**config.mk**
```make
export PLATFORM = sky130hd
export DESIGN_NAME = grn_node_lut
export DESIGN_NICKNAME = d
export VERILOG_FILES = /design/src/rtl/grn_pkg.sv /design/src/rtl/grn_copy.sv /design/src/rtl/grn_node_lut.sv
export SDC_FILE = /design/constraint.sdc
export NUM_CORES = 1
export LEC_CHECK = 0
export CAP_MARGIN = 20
export CORE_ASPECT_RATIO = 0.9
export CORE_UTILIZATION = 46
export CTS_BUF_LIST = sky130_fd_sc_hd__clkbuf_4 sky130_fd_sc_hd__clkbuf_8
export DETAILED_ROUTE_END_ITERATION = 8
export PLACE_DENSITY = 0.78
export SETUP_SLACK_MARGIN = 0.02
export SYNTH_ARGS = -nofsm -noshare
export SYNTH_HDL_FRONTEND = slang
export SYNTH_SLANG_ARGS = --single-unit
export TNS_END_PERCENT = 30
```
**constraint.sdc**
```tcl
create_clock -name clk -period 2 [get_ports clk]
set_input_delay 0.4 -clock clk [delete_from_list [all_inputs] [get_ports clk]]
set_output_delay 0.4 -clock clk [all_outputs]
set_load 0.05 [all_outputs]
```
**src/rtl/grn_pkg.sv**
```systemverilog
// Shared types and helpers for the Boolean-network gene node: truth-table
// indexing and the saturating stability-counter increment.
package grn_pkg;

    localparam int NUM_INPUTS_DEF = 4;
    localparam int LUT_W          = 1 << NUM_INPUTS_DEF;

    // Turns a regulator slice into a truth-table index; bit k of the slice is regulator k.
    function automatic logic [31:0] lut_idx(input logic [31:0] slice, input int k);
        if (k >= 32) begin
            return slice;
        end
        return slice & ((32'd1 << k) - 32'd1);
    endfunction

    // Increments a w-bit count, holding at its all-ones ceiling.
    function automatic logic [31:0] sat_inc(input logic [31:0] v, input int w);
        logic [31:0] max_v;
        max_v = (w >= 32) ? '1 : ((32'd1 << w) - 32'd1);
        return (v >= max_v) ? max_v : (v + 32'd1);
    endfunction

endpackage

```
**src/rtl/grn_copy.sv**
```systemverilog
// One independent state copy: Boolean state, update divider phase,
// unchanged-update counter and change pulse.
module grn_copy
    import grn_pkg::*;
#(
    parameter int DIV_W = 4,
    parameter int STB_W = 8
) (
    input  logic             clk,
    input  logic             rst_n,
    input  logic             reset_nos,
    input  logic             init_state,
    input  logic             start,
    input  logic             lut_bit,
    input  logic [DIV_W-1:0] div_cfg,
    input  logic [STB_W-1:0] stb_thr,
    output logic             s,
    output logic             changed,
    output logic             stable,
    output logic [STB_W-1:0] stb_cnt
);

    logic [DIV_W-1:0] phase;
    logic [STB_W-1:0] cnt_inc;
    logic             flip;

    assign cnt_inc = STB_W'(sat_inc(32'(stb_cnt), STB_W));
    assign flip    = (lut_bit != s);
    assign stable  = (stb_cnt >= stb_thr);

    always_ff @(posedge clk or negedge rst_n) begin
        if (!rst_n) begin
            s       <= 1'b0;
            changed <= 1'b0;
            phase   <= '0;
            stb_cnt <= '0;
        end else if (reset_nos) begin
            s       <= init_state;
            changed <= 1'b0;
            phase   <= '0;
            stb_cnt <= '0;
        end else if (start) begin
            // Phase zero means this start is an update; otherwise it only counts down.
            if (phase == '0) begin
                s       <= lut_bit;
                changed <= flip;
                phase   <= div_cfg;
                stb_cnt <= flip ? '0 : cnt_inc;
            end else begin
                changed <= 1'b0;
                phase   <= phase - 1'b1;
            end
        end else begin
            changed <= 1'b0;
        end
    end

endmodule

```
**src/rtl/grn_node_lut.sv**
```systemverilog
// Gene node: one runtime-loadable K-input truth table shared by C
// independent state copies, each reading the table through its own mux.
module grn_node_lut
    import grn_pkg::*;
#(
    parameter int NUM_INPUTS = 4,
    parameter int NUM_COPIES = 2,
    parameter int DIV_W      = 4,
    parameter int STB_W      = 8
) (
    input  logic                          clk,
    input  logic                          rst_n,
    input  logic                          cfg_we,
    input  logic [(1<<NUM_INPUTS)-1:0]    cfg_lut,
    input  logic                          reset_nos,
    input  logic [NUM_COPIES-1:0]         init_state,
    input  logic [NUM_COPIES*DIV_W-1:0]   div_cfg,
    input  logic [STB_W-1:0]              stb_thr,
    input  logic [NUM_COPIES-1:0]         start,
    input  logic [NUM_COPIES*NUM_INPUTS-1:0] in_s,
    output logic [NUM_COPIES-1:0]         s,
    output logic [NUM_COPIES-1:0]         changed,
    output logic [NUM_COPIES-1:0]         stable,
    output logic [NUM_COPIES*STB_W-1:0]   stb_cnt
);

    logic [(1<<NUM_INPUTS)-1:0] lut;
    logic [NUM_COPIES-1:0]      lut_bit;

    // The copies read the registered table, so a same-cycle load only affects later starts.
    always_ff @(posedge clk or negedge rst_n) begin
        if (!rst_n) begin
            lut <= '0;
        end else if (cfg_we) begin
            lut <= cfg_lut;
        end
    end

    for (genvar c = 0; c < NUM_COPIES; c++) begin : g_copy
        logic [NUM_INPUTS-1:0] idx;

        assign idx        = NUM_INPUTS'(lut_idx(32'(in_s[c*NUM_INPUTS +: NUM_INPUTS]), NUM_INPUTS));
        assign lut_bit[c] = lut[idx];

        grn_copy #(
            .DIV_W (DIV_W),
            .STB_W (STB_W)
        ) u_copy (
            .clk        (clk),
            .rst_n      (rst_n),
            .reset_nos  (reset_nos),
            .init_state (init_state[c]),
            .start      (start[c]),
            .lut_bit    (lut_bit[c]),
            .div_cfg    (div_cfg[c*DIV_W +: DIV_W]),
            .stb_thr    (stb_thr),
            .s          (s[c]),
            .changed    (changed[c]),
            .stable     (stable[c]),
            .stb_cnt    (stb_cnt[c*STB_W +: STB_W])
        );
    end

endmodule

```
# [After elaboration in Yosys (flattened, before gate mapping)]
# Cells that the tools add are included.
# W data, S select, Z words.
[word_totals] register_bits=44 inputBits=48
[classes] addsub=4 magnitude_cmp=6 eq_ne=2 mux=32 reduce_logical=8
[ops] operator="$mux W8" n=10
[ops] operator="$mux W4" n=6
[ops] operator="$add A8 B1 Y8 const B" n=2
[ops] operator="$ge A8 B8 Y1" n=2
[ops] operator="$ge A8 B8 Y1 const B" n=2
[ops] operator="$mux W1" n=14
[ops] operator="$lt A4 B5 Y1 const B" n=2
[ops] operator="$bmux W1 S4" n=2
[ops] operator="$logic_not A4 Y1" n=2
[ops] operator="$reduce_bool A2 Y1" n=4
[ops] operator="$sub A4 B1 Y4 const B" n=2
[ops] operator="$reduce_and A2 Y1" n=2
[ops] operator="$ne A1 B1 Y1" n=2

# [Depth between registers and ports, before layout]
[logic_depth] word_depth=7 depth_mapped=10

# [By module]
# Synthesis repeated with hierarchy kept, for this count alone.
[hier_totals] hier_cells=276 area_unflattened_um2=2942.8
[by_module_without_submodules] module="grn_copy" n_inst=2 cells_per_inst=114 area_per_inst_um2=1041.0 seq_area_each_um2=350.3
[by_module_without_submodules] module="grn_node_lut" n_inst=1 cells_per_inst=48 area_per_inst_um2=860.8 seq_area_each_um2=400.4

# [Worst setup path before layout]
# No wires, ideal clock.
[synth_timing] kind="register -> output" from="register g_copy[0].u_copy.stb_cnt[0]" to="output stable[0]" arrival_ns=2.188 required_time_ns=1.600 slack_ns=-0.588 path_stages_with_launch=10 path_buffers=1 cell_sequence="dfrtp_1 > inv_1 > ha_1 > nand2b_1 > a21o_1 > a21o_1 > a211o_1 > a21oi_1 > o21ai_0 > buf_4"
[synth_via] elab_chain_cells=1
[synth_rtl] item="from (decl)" line_no="grn_copy.sv:20" text="output logic [STB_W-1:0] stb_cnt"
[synth_rtl] item="from (signal assigned)" line_no="grn_copy.sv:48" text="stb_cnt <= flip ? '0 : cnt_inc;"
[synth_rtl] item="$ge A8 B8 Y1" line_no="grn_copy.sv:29" text="assign stable = (stb_cnt >= stb_thr);"
[synth_rtl] item="to (decl)" line_no="grn_node_lut.sv:23" text="output logic [NUM_COPIES-1:0] stable,"
# Every way passes these cells.

# [Worst setup path in the final report]
[layout_timing] from="register g_copy[1].u_copy.stb_cnt[0]" to="output stable[1]"
[layout_via] elab_chain_cells=1
[layout_rtl] item="from (decl)" line_no="grn_copy.sv:20"
[layout_rtl] item="from (signal assigned)" line_no="grn_copy.sv:48"
[layout_rtl] item="$ge A8 B8 Y1" line_no="grn_copy.sv:29"
# Every way passes these cells.

==> results.md <==
- Outcome: complete, but fails checks
- Failing checks: negative setup slack
- Tcrit/Tclk final: 124%
- Std-Cell Core Area: 5860 um^2
- Setup-failing EPs final: 18
- Avg Vias per Cell: 5.50
- Maximum number of pins on one net before global-route repair: 45
- Max IR drop VDD: 0.320 mV
- Seq/Total Area, Yosys: 38.4%
- Starting Density: 49.0%
- Critical path endpoint category: primary output
- Fmax achieved: 0.404 GHz
- Syn. warnings: 0
- Layout cell share with drive strength beyond 1: 35.2%
- PwrDens: 588 nW/um^2
- Post-route ant nets: 0
- Worst R2R End: g_copy[1].u_copy.stb_cnt[2]
- Most used DFF post-synth: sky130_fd_sc_hd__dfrtp_1
- Total via count after detailed routing: 2526
- Part of the power in combinational logic: 33.5%
- Fraction of post-synthesis cell area in the top cell type by area: 38.4%
- Synth Cell Area: 2870 um^2
- Most numerous cell in the Yosys netlist: sky130_fd_sc_hd__dfrtp_1
- Number of different library cells in the post-synthesis netlist: 51
- Internal cell power: 1.72 mW
- Critical path class: flop to primary output
- Clock period minus final worst setup slack: 2.48 ns
- Unrepaired setup endpoints after global routing: yes
- Hpwl dp: 5320 um
- Data arrival, critical path: 2.08 ns
- Total I/O pin count: 70
- Kind of start point of the critical path: flop
- Number of inserted filler cells in the final layout: 422
- Switching power total: 745 uW
- Clock tree from TritonCTS: built
- Setup slack after layout: -0.478 ns
- Global routing usage summed across all routing layers: 23.3%
- Depth of the CTS H-tree: 2
- Final Wtd Congestion: 0.854
- 1st-pass router iterations: 4
- Total wire length after detailed routing: 7180 um
- Net Sw Frac: 30.2%
- Number of antenna violations at the first check in global routing: 0
- Leakage power: 2.01 nW
- Total global routing overflow: 0
- Number of buffers inserted by hold repair at cts: 0
- Top cell type by total area after synthesis: sky130_fd_sc_hd__dfrtp_1
- Share of total power in sequential cells: 41.2%
- Number of instances in the synthesized netlist: 275
- Die Width: 85.2 um
- Synthesis-to-layout area growth: 46.1%
- Number of enable flip-flop cells after synthesis: 0
- Class of the most critical hold timing path: input port to asynchronous set/reset pin
- Die H: 76.9 um
- Clock latency of the later-clocked register in the worst-skew pair: 0.31 ns
- DRC: 0
- Worst setup slack before clock tree synthesis: -0.970 ns
- Clock Sink Count: 44
- Flop2flop setup slack: -0.26 ns
- Count of inserted antenna diode cells: 0
- Data required time of the worst path: 1.60 ns
- Clock-pin slew on the worst setup and hold paths: 0.09 ns
- Buffer levels on the longest clock path: 2
- Largest fanout on the critical path: 2
- Worst flop-to-flop path startpoint: lut[3]
- Ys async rst share: 100%
- Final hold viol count: 0
- Number of flip-flops and latches in the synthesized netlist: 44
- Total Nets Final: 459
- Ranking of synthesized cells by area: sky130_fd_sc_hd__dfrtp_1 (38%), sky130_fd_sc_hd__ha_1 (9.6%), sky130_fd_sc_hd__mux2_2 (7.1%)
- Worst Max-Slew Pin Slew: 0.578 ns
- Post-synthesis average cell area: 10.4 um^2
- Clock power share: 25.3%
- Number of placement rows: 26
- Overall die area: 6550 um^2
- Slew Limit Fails: 0
- Synthesized Nets: 345
- Clock root cell: sky130_fd_sc_hd__clkbuf_8
- Wire length of the first global-routing pass: 11900 um
- Setup clock skew after layout: 0.0135 ns
- Number of maximum-capacitance constraint violations: 0
- Hold Worst Slack: 0.160 ns
- Worst slew margin: 61.5%
- Wirelength per Cell: 15.6 um
- Drt initial violations: 54
- Vias in the first global route: 2587
- Clock buffers created by TritonCTS: 5
- Most common library cells after synthesis: sky130_fd_sc_hd__dfrtp_1 (44), sky130_fd_sc_hd__ha_1 (22), sky130_fd_sc_hd__nor2_1 (22)
- Number of input and output port buffers inserted: 69
- R2R depth: 7
layout make-up:
cell class                 count  area (um^2)  share of cell area (%)
tap                           70         87.6                    2.09
inverter                      17         63.8                    1.52
sequential                    44         1110                    26.4
clock buffer                   7         96.3                    2.30
multi-input combinational    201         1760                    41.9
timing repair buffer         120         1080                    25.8
stage by stage:
step | instance area [um^2] | std cells | utilization (%) | setup TNS [ns] | total power, mW
after floorplan | 2860 | 275 | - | -1.67 | 1.44
after global placement | 3830 | 442 | 65.5 | -14.26 | 1.73
after detailed placement | 3830 | 442 | 65.5 | -15.20 | 1.76
after CTS | 4050 | 455 | 69.1 | -4.63 | 2.43
after global routing | 4190 | 459 | 71.6 | -5.41 | 2.59
final | 4190 | 459 | 71.6 | -3.70 | 2.46
logic make-up (layout without fill, tap and decap cells):
group / count (synthesis) / after routing / synth area share (%)
compound gates: 69 / 69 / 15.9
xor+xnor: 4 / 4 / 1.48
fa+ha+maj: 22 / 22 / 9.60
buf+inv: 30 / 144 / 4.97
flops: 44 / 44 / 38.4
mux: 32 / 32 / 16.8
simple gates: 74 / 74 / 12.8
power by group through the flow:
stage / Sequential [mW] / Clock [mW] / Combinational [mW]
floorplan: 1.05 / 0 / 0.393
global route: 1.02 / 0.662 / 0.899
CTS: 1.02 / 0.632 / 0.783
global placement: 1.03 / 0 / 0.701
finish: 1.02 / 0.622 / 0.825
detailed placement: 1.03 / 0 / 0.724
state kept, by name (all words and copies together), names as in the netlist:
register,cells
g_copy.u_copy.s,2
g_copy.u_copy.stb_cnt,16
g_copy.u_copy.changed,2
lut,16
g_copy.u_copy.phase,8
cells in the final DEF (no fill, tap or decap), drive strengths merged, types with 10 or more instances in the layout:
| master | count |
|---|---|
| a21oi | 20 |
| nand2 | 15 |
| mux4 | 10 |
| dfrtp | 44 |
| buf | 67 |
| o21ai | 12 |
| nor2 | 22 |
| inv | 17 |
| ha | 22 |
| mux2 | 18 |
| clkdlybuf4s50 | 42 |
worst max path at each step:
stage                                     start                     endpoint  slack (ns)
detailed placement                      in_s[6]  g_copy[1].u_copy.stb_cnt[4]       -0.97
global route        g_copy[0].u_copy.stb_cnt[0]                    stable[0]       -0.58
CTS                 g_copy[1].u_copy.stb_cnt[0]                    stable[1]       -0.55
finish              g_copy[1].u_copy.stb_cnt[0]                    stable[1]       -0.48
global placement                        in_s[6]  g_copy[1].u_copy.stb_cnt[7]       -0.89
floorplan           g_copy[0].u_copy.stb_cnt[0]                    stable[0]       -0.32
worst max-delay path: stages, from the launching register on:
cell and delay, ns:
sky130_fd_sc_hd__dfrtp_2 0.41, sky130_fd_sc_hd__inv_2 0.08, sky130_fd_sc_hd__ha_4 0.19, sky130_fd_sc_hd__nand2b_4 0.12
sky130_fd_sc_hd__a21o_1 0.15, sky130_fd_sc_hd__a21o_1 0.15, sky130_fd_sc_hd__a211o_1 0.26, sky130_fd_sc_hd__a21oi_2 0.19
sky130_fd_sc_hd__o21ai_2 0.07, sky130_fd_sc_hd__buf_6 0.15
repair_timing:
action | CTS | global route
setup buffers | 5 | 3
resized for setup | 31 | 28
pin swaps | 18 | 11
endpoints found under the setup margin | 26 | 22
hold endpoints to repair | 0 | 0
gates cloned | 1 | 1
per-layer routing:
layer	up-vias	wire length, um	part of all wire [%]	global-route usage (%)
met3	12	395	5.5	5.06
met5	-	0	0	0
met4	0	135	1.9	8.14
li1	1235	-	-	-
met2	80	3450	48	38.5
met1	1199	3200	45	30.1
Note: power is estimated with default switching activity, not from simulation.
